$ cat config.mk
export PLATFORM = sky130hd
export DESIGN_NAME = cpu_bus_decoder
export DESIGN_NICKNAME = d
export VERILOG_FILES = /design/src/rtl/cpu_bus_decoder.sv
export SDC_FILE = /design/constraint.sdc
export NUM_CORES = 1
export LEC_CHECK = 0
export CAP_MARGIN = 15
export CORE_MARGIN = 4
export CORE_UTILIZATION = 35
export CTS_BUF_LIST = sky130_fd_sc_hd__clkbuf_8
export DETAILED_ROUTE_END_ITERATION = 16
export MAX_ROUTING_LAYER = met4
export PLACE_DENSITY = 0.79
export SLEW_MARGIN = 40
export SYNTH_ARGS = -nofsm -noshare
export SYNTH_HDL_FRONTEND = slang
export SYNTH_SLANG_ARGS = --single-unit
$ cat constraint.sdc
create_clock -name clk_i -period 1.96 [get_ports clk_i]
set_clock_uncertainty 0.15 [all_clocks]
set_input_delay 0.392 -clock clk_i [delete_from_list [all_inputs] [get_ports clk_i]]
set_output_delay 0.392 -clock clk_i [all_outputs]
set_load 0.02 [all_outputs]
$ cat src/rtl/cpu_bus_decoder.sv
// cpu_bus_decoder: address-range decoder with strobe/ack handshake, timeout and sticky error capture
module cpu_bus_decoder #(
   parameter int                                NUM_ENTRIES      = 6,
   parameter int                                ADDR_W           = 16,
   parameter int                                DATA_W           = 32,
   parameter logic [2*ADDR_W*NUM_ENTRIES-1:0]   MODULE_ADDRESSES = {16'h0000, 16'h2800, 16'h8000, 16'h80FC,
                                                                    16'h9000, 16'h900C, 16'h9100, 16'h9110,
                                                                    16'h9200, 16'h9200, 16'h9300, 16'h9300},
   parameter int                                TIMEOUT_CYCLES   = 255,
   parameter logic [DATA_W-1:0]                 UNMAPPED_DATA    = 32'hDEADBEEF
) (
   input  logic                          clk_i,
   input  logic                          reset_i,
   input  logic [ADDR_W-1:0]             address_i,
   input  logic [DATA_W-1:0]             data_i,
   input  logic                          we_i,
   input  logic                          re_i,
   output logic                          busy_o,
   output logic                          done_o,
   output logic [DATA_W-1:0]             rd_data_o,
   output logic [NUM_ENTRIES-1:0]        mod_sel_o,
   output logic                          mod_we_o,
   output logic [ADDR_W-1:0]             mod_addr_o,
   output logic [DATA_W-1:0]             mod_data_o,
   input  logic [NUM_ENTRIES-1:0]        mod_ack_i,
   input  logic [NUM_ENTRIES*DATA_W-1:0] mod_rd_data_i,
   output logic                          err_o,
   output logic [1:0]                    err_code_o,
   output logic [ADDR_W-1:0]             err_addr_o,
   input  logic                          err_clear_i
);
   localparam int IW = NUM_ENTRIES > 1 ? $clog2(NUM_ENTRIES) : 1;
   localparam int CW = TIMEOUT_CYCLES > 1 ? $clog2(TIMEOUT_CYCLES) : 1;
   typedef enum logic [1:0] {IDLE, WAIT_ACK, RESP} state_t;
   state_t        state;
   logic [IW-1:0] idx, idx_q;
   logic [CW-1:0] cnt;
   logic          hit, we_q, ack, timeout, err_evt;
   logic [1:0]    err_code_n;
   logic [ADDR_W-1:0] err_addr_n;
   // Descending scan so the lowest matching index is the one left standing
   always_comb begin
      hit = 1'b0;
      idx = '0;
      for (int i = NUM_ENTRIES - 1; i >= 0; i--)
         if (address_i >= MODULE_ADDRESSES[(NUM_ENTRIES-i)*2*ADDR_W-1 -: ADDR_W] &&
             address_i <= MODULE_ADDRESSES[(NUM_ENTRIES-i)*2*ADDR_W-ADDR_W-1 -: ADDR_W]) begin
            hit = 1'b1;
            idx = IW'(i);
         end
   end
   assign busy_o     = state != IDLE;
   assign ack        = mod_ack_i[idx_q];
   assign timeout    = cnt == CW'(TIMEOUT_CYCLES - 1);
   assign err_evt    = (state == IDLE && (we_i | re_i) && !hit) || (state == WAIT_ACK && !ack && timeout);
   assign err_code_n = state == IDLE ? 2'd1 : 2'd2;
   assign err_addr_n = state == IDLE ? address_i : mod_addr_o;
   always_ff @(posedge clk_i) begin
      if (reset_i) begin
         state      <= IDLE;
         idx_q      <= '0;
         cnt        <= '0;
         we_q       <= 1'b0;
         done_o     <= 1'b0;
         rd_data_o  <= '0;
         mod_sel_o  <= '0;
         mod_we_o   <= 1'b0;
         mod_addr_o <= '0;
         mod_data_o <= '0;
         err_o      <= 1'b0;
         err_code_o <= '0;
         err_addr_o <= '0;
      end else begin
         mod_sel_o <= '0;
         mod_we_o  <= 1'b0;
         done_o    <= 1'b0;
         rd_data_o <= '0;
         // A new error beats a simultaneous clear; otherwise the first error is kept
         if (err_evt && (!err_o || err_clear_i)) begin
            err_o      <= 1'b1;
            err_code_o <= err_code_n;
            err_addr_o <= err_addr_n;
         end else if (err_clear_i) begin
            err_o      <= 1'b0;
            err_code_o <= '0;
            err_addr_o <= '0;
         end
         case (state)
            IDLE: if (we_i | re_i) begin
               mod_addr_o <= address_i;
               mod_data_o <= data_i;
               we_q       <= we_i;
               idx_q      <= idx;
               cnt        <= '0;
               if (hit) begin
                  mod_sel_o <= NUM_ENTRIES'(1) << idx;
                  mod_we_o  <= we_i;
                  state     <= WAIT_ACK;
               end else begin
                  state     <= RESP;
                  done_o    <= 1'b1;
                  rd_data_o <= we_i ? '0 : UNMAPPED_DATA;
               end
            end
            WAIT_ACK: if (ack || timeout) begin
               state     <= RESP;
               done_o    <= 1'b1;
               rd_data_o <= we_q ? '0 : ack ? mod_rd_data_i[idx_q*DATA_W +: DATA_W] : UNMAPPED_DATA;
            end else
               cnt <= cnt + 1'b1;
            default: state <= IDLE;
         endcase
      end
   end
endmodule
Word-level counts from Yosys, hierarchy flattened --
Index checks and enable logic that the tools add are counted.
Storage, ports and cells: register bits 121, input bits 251
Cells by class: add/sub/neg operators 1, eq/ne operators 5, bitwise operators 4, order comparisons 13, shifts and indexed selects 2, multiplexer cells 40, reduce and logical (&&, ||, !) cells 25
Operator list (count):
- $mux 32 | 6
- $shiftx 192x9->32 | 1
- $ge 16x16->1 const B | 5
- $le 16x16->1 const B | 5
- $pmux 32 s2 | 1
- $mux 16 | 3
- $mux 3 | 6
- $ge 16x1->1 const B | 1
- $le 16x14->1 const B | 1
- $mux 8 | 2
- $pmux 8 s2 | 1
- $mux 1 | 12
- $mux 2 | 6
- $logic_and 1x1->1 | 11
- $add 8x1->8 const B | 1
- $eq 8x8->1 const B | 1
- $reduce_bool 2->1 | 3
- $shl 1x3->6 const A | 1
- $lt 3x4->1 const B | 1
- $ne 2x1->1 const B | 2
- $pmux 2 s2 | 1
- $reduce_and 2->1 | 2
- $reduce_or 4->1 | 1
- $bmux 1 s3 | 1
- 9 further kinds | 15

Depth between registers and ports, before layout --
depth after elaboration 13, depth in mapped cells 9

Worst setup path before layout --
No wires, ideal clock.
kind reg-to-reg, start point reg idx_q[0], end point reg err_addr_o[15], buffers on the path 2, data arrival time 1.878 ns, cell stages (with the launch flop) 9, data required time 1.692 ns, setup slack -0.186 ns, clock period less this slack 2.146 ns, cell sequence dfxtp_1 buf_6 mux4_2 a2bb2oi_4 nand3_4 o31ai_1 a211oi_4 buf_6 o2bb2ai_2
Between the ends: word-level cells in the longest chain between the ends 8
Ends and longest elaborated chain:
- from (decl) | line 36 | logic [IW-1:0] idx, idx_q;
- from (signal assigned) | line 93 | idx_q <= idx;
- $bmux 1 s3 * | line 53 | assign ack = mod_ack_i[idx_q];
- $mux 1 (not written as such) * | line 53
- $logic_not 1->1 * | line 55 | assign err_evt = (state == IDLE && (we_i | re_i) && !hit) || (state == WAIT_ACK && !ack && timeout);
- $logic_and 1x1->1 * (2 in series) | line 55
- $logic_or 1x1->1 * | line 55
- $logic_and 1x1->1 * | line 79 | if (err_evt && (!err_o || err_clear_i)) begin
- $mux 16 / $reduce_bool 2->1 (equally long branches)
- to (signal assigned) | line 82 | err_addr_o <= err_addr_n;
- to (decl) | line 29 | output logic [ADDR_W-1:0] err_addr_o,
Mark *: on every way between the ends. The rest lies on a longest branch, timed or not. The select of a mux whose other input is x is not followed. A chain may end at the register's enable or synchronous reset.

Final worst setup path --
start point reg idx_q[0], end point reg err_addr_o[14]
The elaborated chain is that of the path after synthesis.

==> results.json <==
{
  "hold_viol": 0,
  "fin_crit_ps": 2210,
  "powerDensity_nw_per_um2": 620,
  "post-dp-hpwl_um": 18900,
  "setup_viol": 52,
  "wl_per_cell_um": 20.2,
  "seqCellArea_um2": 2430,
  "grt_overflow": 0,
  "final.setup.worst_slack_ps": -249,
  "synth_top_area_cell": "dfxtp_1",
  "grt_usage_pct": 25.5,
  "vias_per_cell": 5.21,
  "reg2reg_slack_ps": -250,
  "grt_pass1_wl_um": 38200,
  "critPathMaxStageDelay_ps": 570,
  "synth_commonest_cells": "nand2_1 (125), dfxtp_1 (121), a21oi_1 (86)",
  "leakagePower_uw": 0.00490,
  "row_count": 47,
  "layout-drive-gt1-share_pct": 22.9,
  "maxSlewHeadroom_pct": 59.8,
  "path_cells": "mux4_2, a2bb2oi_4, nand3_4, o31ai_4, a211oi_4, clkbuf_16, o2bb2ai_2",
  "numClockSinks": 121,
  "worst_ep_arrival_time_ps": 2390,
  "critPathLaunchType": "flop",
  "fin_cells": 1299,
  "drtPass1Iterations": 5,
  "synthToLayoutAreaGrowth_pct": 85.2,
  "root_buffer": "clkbuf_8",
  "critical_path_class": "reg2reg",
  "cts_buffers": 17,
  "die_area_um2": 19500,
  "slew_violations": 0,
  "remaining_drc_errors": 0,
  "fillers": 1377,
  "placed_area_um2": 10300,
  "ant_nets": 0,
  "netlist_instances": 655,
  "rsz0062_at_grt": "yes",
  "synth_cell_types": 54,
  "cts_tree": "yes",
  "fin_crit_sh_pct": 113,
  "synthArstFlopShare_pct": 0,
  "fmax_mhz": 453,
  "synth_area_per_cell_um2": 9.25,
  "crit_path_end_kind": "flop",
  "grt_max_degree": 51,
  "synth_area_leaders": "dfxtp_1 (40%), mux4_2 (12%), mux2i_1 (8.1%)",
  "drt-initial-drc-count": 313,
  "yosysSeqAreaShare_pct": 40.0,
  "critPathMaxFanout": 8,
  "grt_pass1_vias": 6761,
  "status": "finished with violations",
  "tightest_slew_ps": 603,
  "maxCapViolCount": 0,
  "syn-cell-area_um2": 6060,
  "port_buffers": 358,
  "worstSkewPairLatency_ps": 440,
  "violations": "setup timing",
  "ios": 359,
  "synth_edf_count": 0,
  "antenna_found_initial": 2,
  "clk_pin_slew_ps": 80,
  "start_util_pct": 36.2,
  "yosysTopAreaCellShare_pct": 40.0,
  "dp_slack_ps": -817,
  "gp_routability_congestion": 0.924,
  "yosysMostFrequentCell": "nand2_1",
  "crit_slowest_cell": "mux4_2",
  "totalWireLength_um": 26300,
  "dp.cells": 1243,
  "die_h_um": 140,
  "ir_worst_vdd_mv": 0.499,
  "design.core.area_um2": 16800,
  "hold_class": "in2reg",
  "syn_nets": 908,
  "stdcell_area_um2": 11200,
  "ys_warn_count": 0,
  "required_ps": 2140,
  "dr_total_vias": 6766,
  "ys_ff_latch": 121,
  "clock_path_buffers": 2,
  "cts_max_level": 4,
  "synth_top_flop_cell": "dfxtp_1",
  "multi_input_area_um2": 3760,
  "die_x_um": 140,
  "nets": 1317
}
[logic make-up after synthesis]
kind of cell / count (synthesis) / synth area share [%]
xor+xnor: 6 / 0.867
fa+ha+maj: 2 / 0.413
buf+inv: 64 / 4.83
simple gates: 206 / 15.3
mux: 82 / 20.4
flops: 121 / 40.0
compound gates: 174 / 18.3
[report_power, final]
part	switching (uW)	leakage, uW	internal [uW]
registers	95.8	0.000993	2620
clock network	1080	0.000208	1260
logic	910	0.00370	987
[metal layers]
layer / wire (um) / share of wire (%) / up-vias / global-route usage, %
met1: 10200 / 39 / 3237 / 29.1
met4: 862 / 3.3 / 0 / 9.54
li1: - / - / 3169 / -
met3: 2030 / 7.7 / 56 / 7.89
met5: 0 / 0 / - / -
met2: 13200 / 50 / 304 / 42.2
[state kept, by name (all words and copies together) (netlist names)]
name	cells
cnt	8
done_o	1
err_addr_o	16
err_code_o	2
err_o	1
idx_q	3
mod_addr_o	16
mod_data_o	32
mod_sel_o	6
mod_we_o	1
rd_data_o	32
state	2
we_q	1
[stage by stage]
| step | TNS (ps) | hold WS, ps | total power [uW] | util [%] |
|---|---|---|---|---|
| 3_3_place_gp | -48120 | 290 | 4620 | 61.2 |
| 6_report | -7520 | 112 | 6960 | 67.0 |
| 4_1_cts | -7570 | 244 | 6940 | 64.2 |
| 5_1_grt | -11610 | 115 | 7240 | 67.0 |
| 3_5_place_dp | -51950 | 298 | 4640 | 61.2 |
| 2_1_floorplan | -3340 | 321 | 3530 | - |
[worst max-delay path, delay by kind of cell (launching register included)]
| family | cells | cell delay (ps) |
|---|---|---|
| AOI/OAI and AO/OA | 4 | 630 |
| buffers and inverters | 1 | 200 |
| DFF | 1 | 380 |
| muxes | 1 | 570 |
| and+or+nand+nor | 1 | 160 |
[area by class of cell]
cell class | count | area share, %
Inverter | 12 | 0.413
Clock inverter | 15 | 1.57
Timing Repair Buffer | 439 | 38.3
Multi-Input combinational cell | 473 | 33.5
Clock buffer | 17 | 2.08
Tap cell | 220 | 2.45
Sequential cell | 121 | 21.6
Antenna cell | 2 | 0.0446
[what timing repair did]
| item | in CTS | in global routing |
|---|---|---|
| setup endpoints to repair | 148 | 92 |
| cloned | 3 | 5 |
| pin swaps | 25 | 43 |
| setup buffers | 5 | 10 |
| hold buffers | 0 | 0 |
| gates resized for setup | 142 | 111 |
[path summary, 6_finish.rpt]
path,to,startpoint,cells past startpoint
worst max-delay path,err_addr_o[14],idx_q[0],7
worst min-delay path,mod_addr_o[4],address_i[4],3
worst max register to register,err_addr_o[14],idx_q[0],7
worst min register to register,mod_data_o[3],mod_data_o[3],2
[placed cells by master (no fill, tap or decap), drive strengths merged, types with 7 or more instances in the layout]
master / synthesis / final
dfxtp: 121 / 121
clkbuf: 29 / 30
mux2i: 49 / 49
dlymetal6s2s: 0 / 23
nor2: 42 / 42
mux4: 33 / 33
clkinv: 1 / 8
a21oi: 87 / 87
o2bb2ai: 16 / 16
o21ai: 53 / 53
dlygate4sd2: 0 / 84
inv: 11 / 14
buf: 23 / 79
nand2: 125 / 125
clkdlybuf4s50: 0 / 239
nand2b: 5 / 7
No activity file was read; power rests on OpenSTA's default activity.
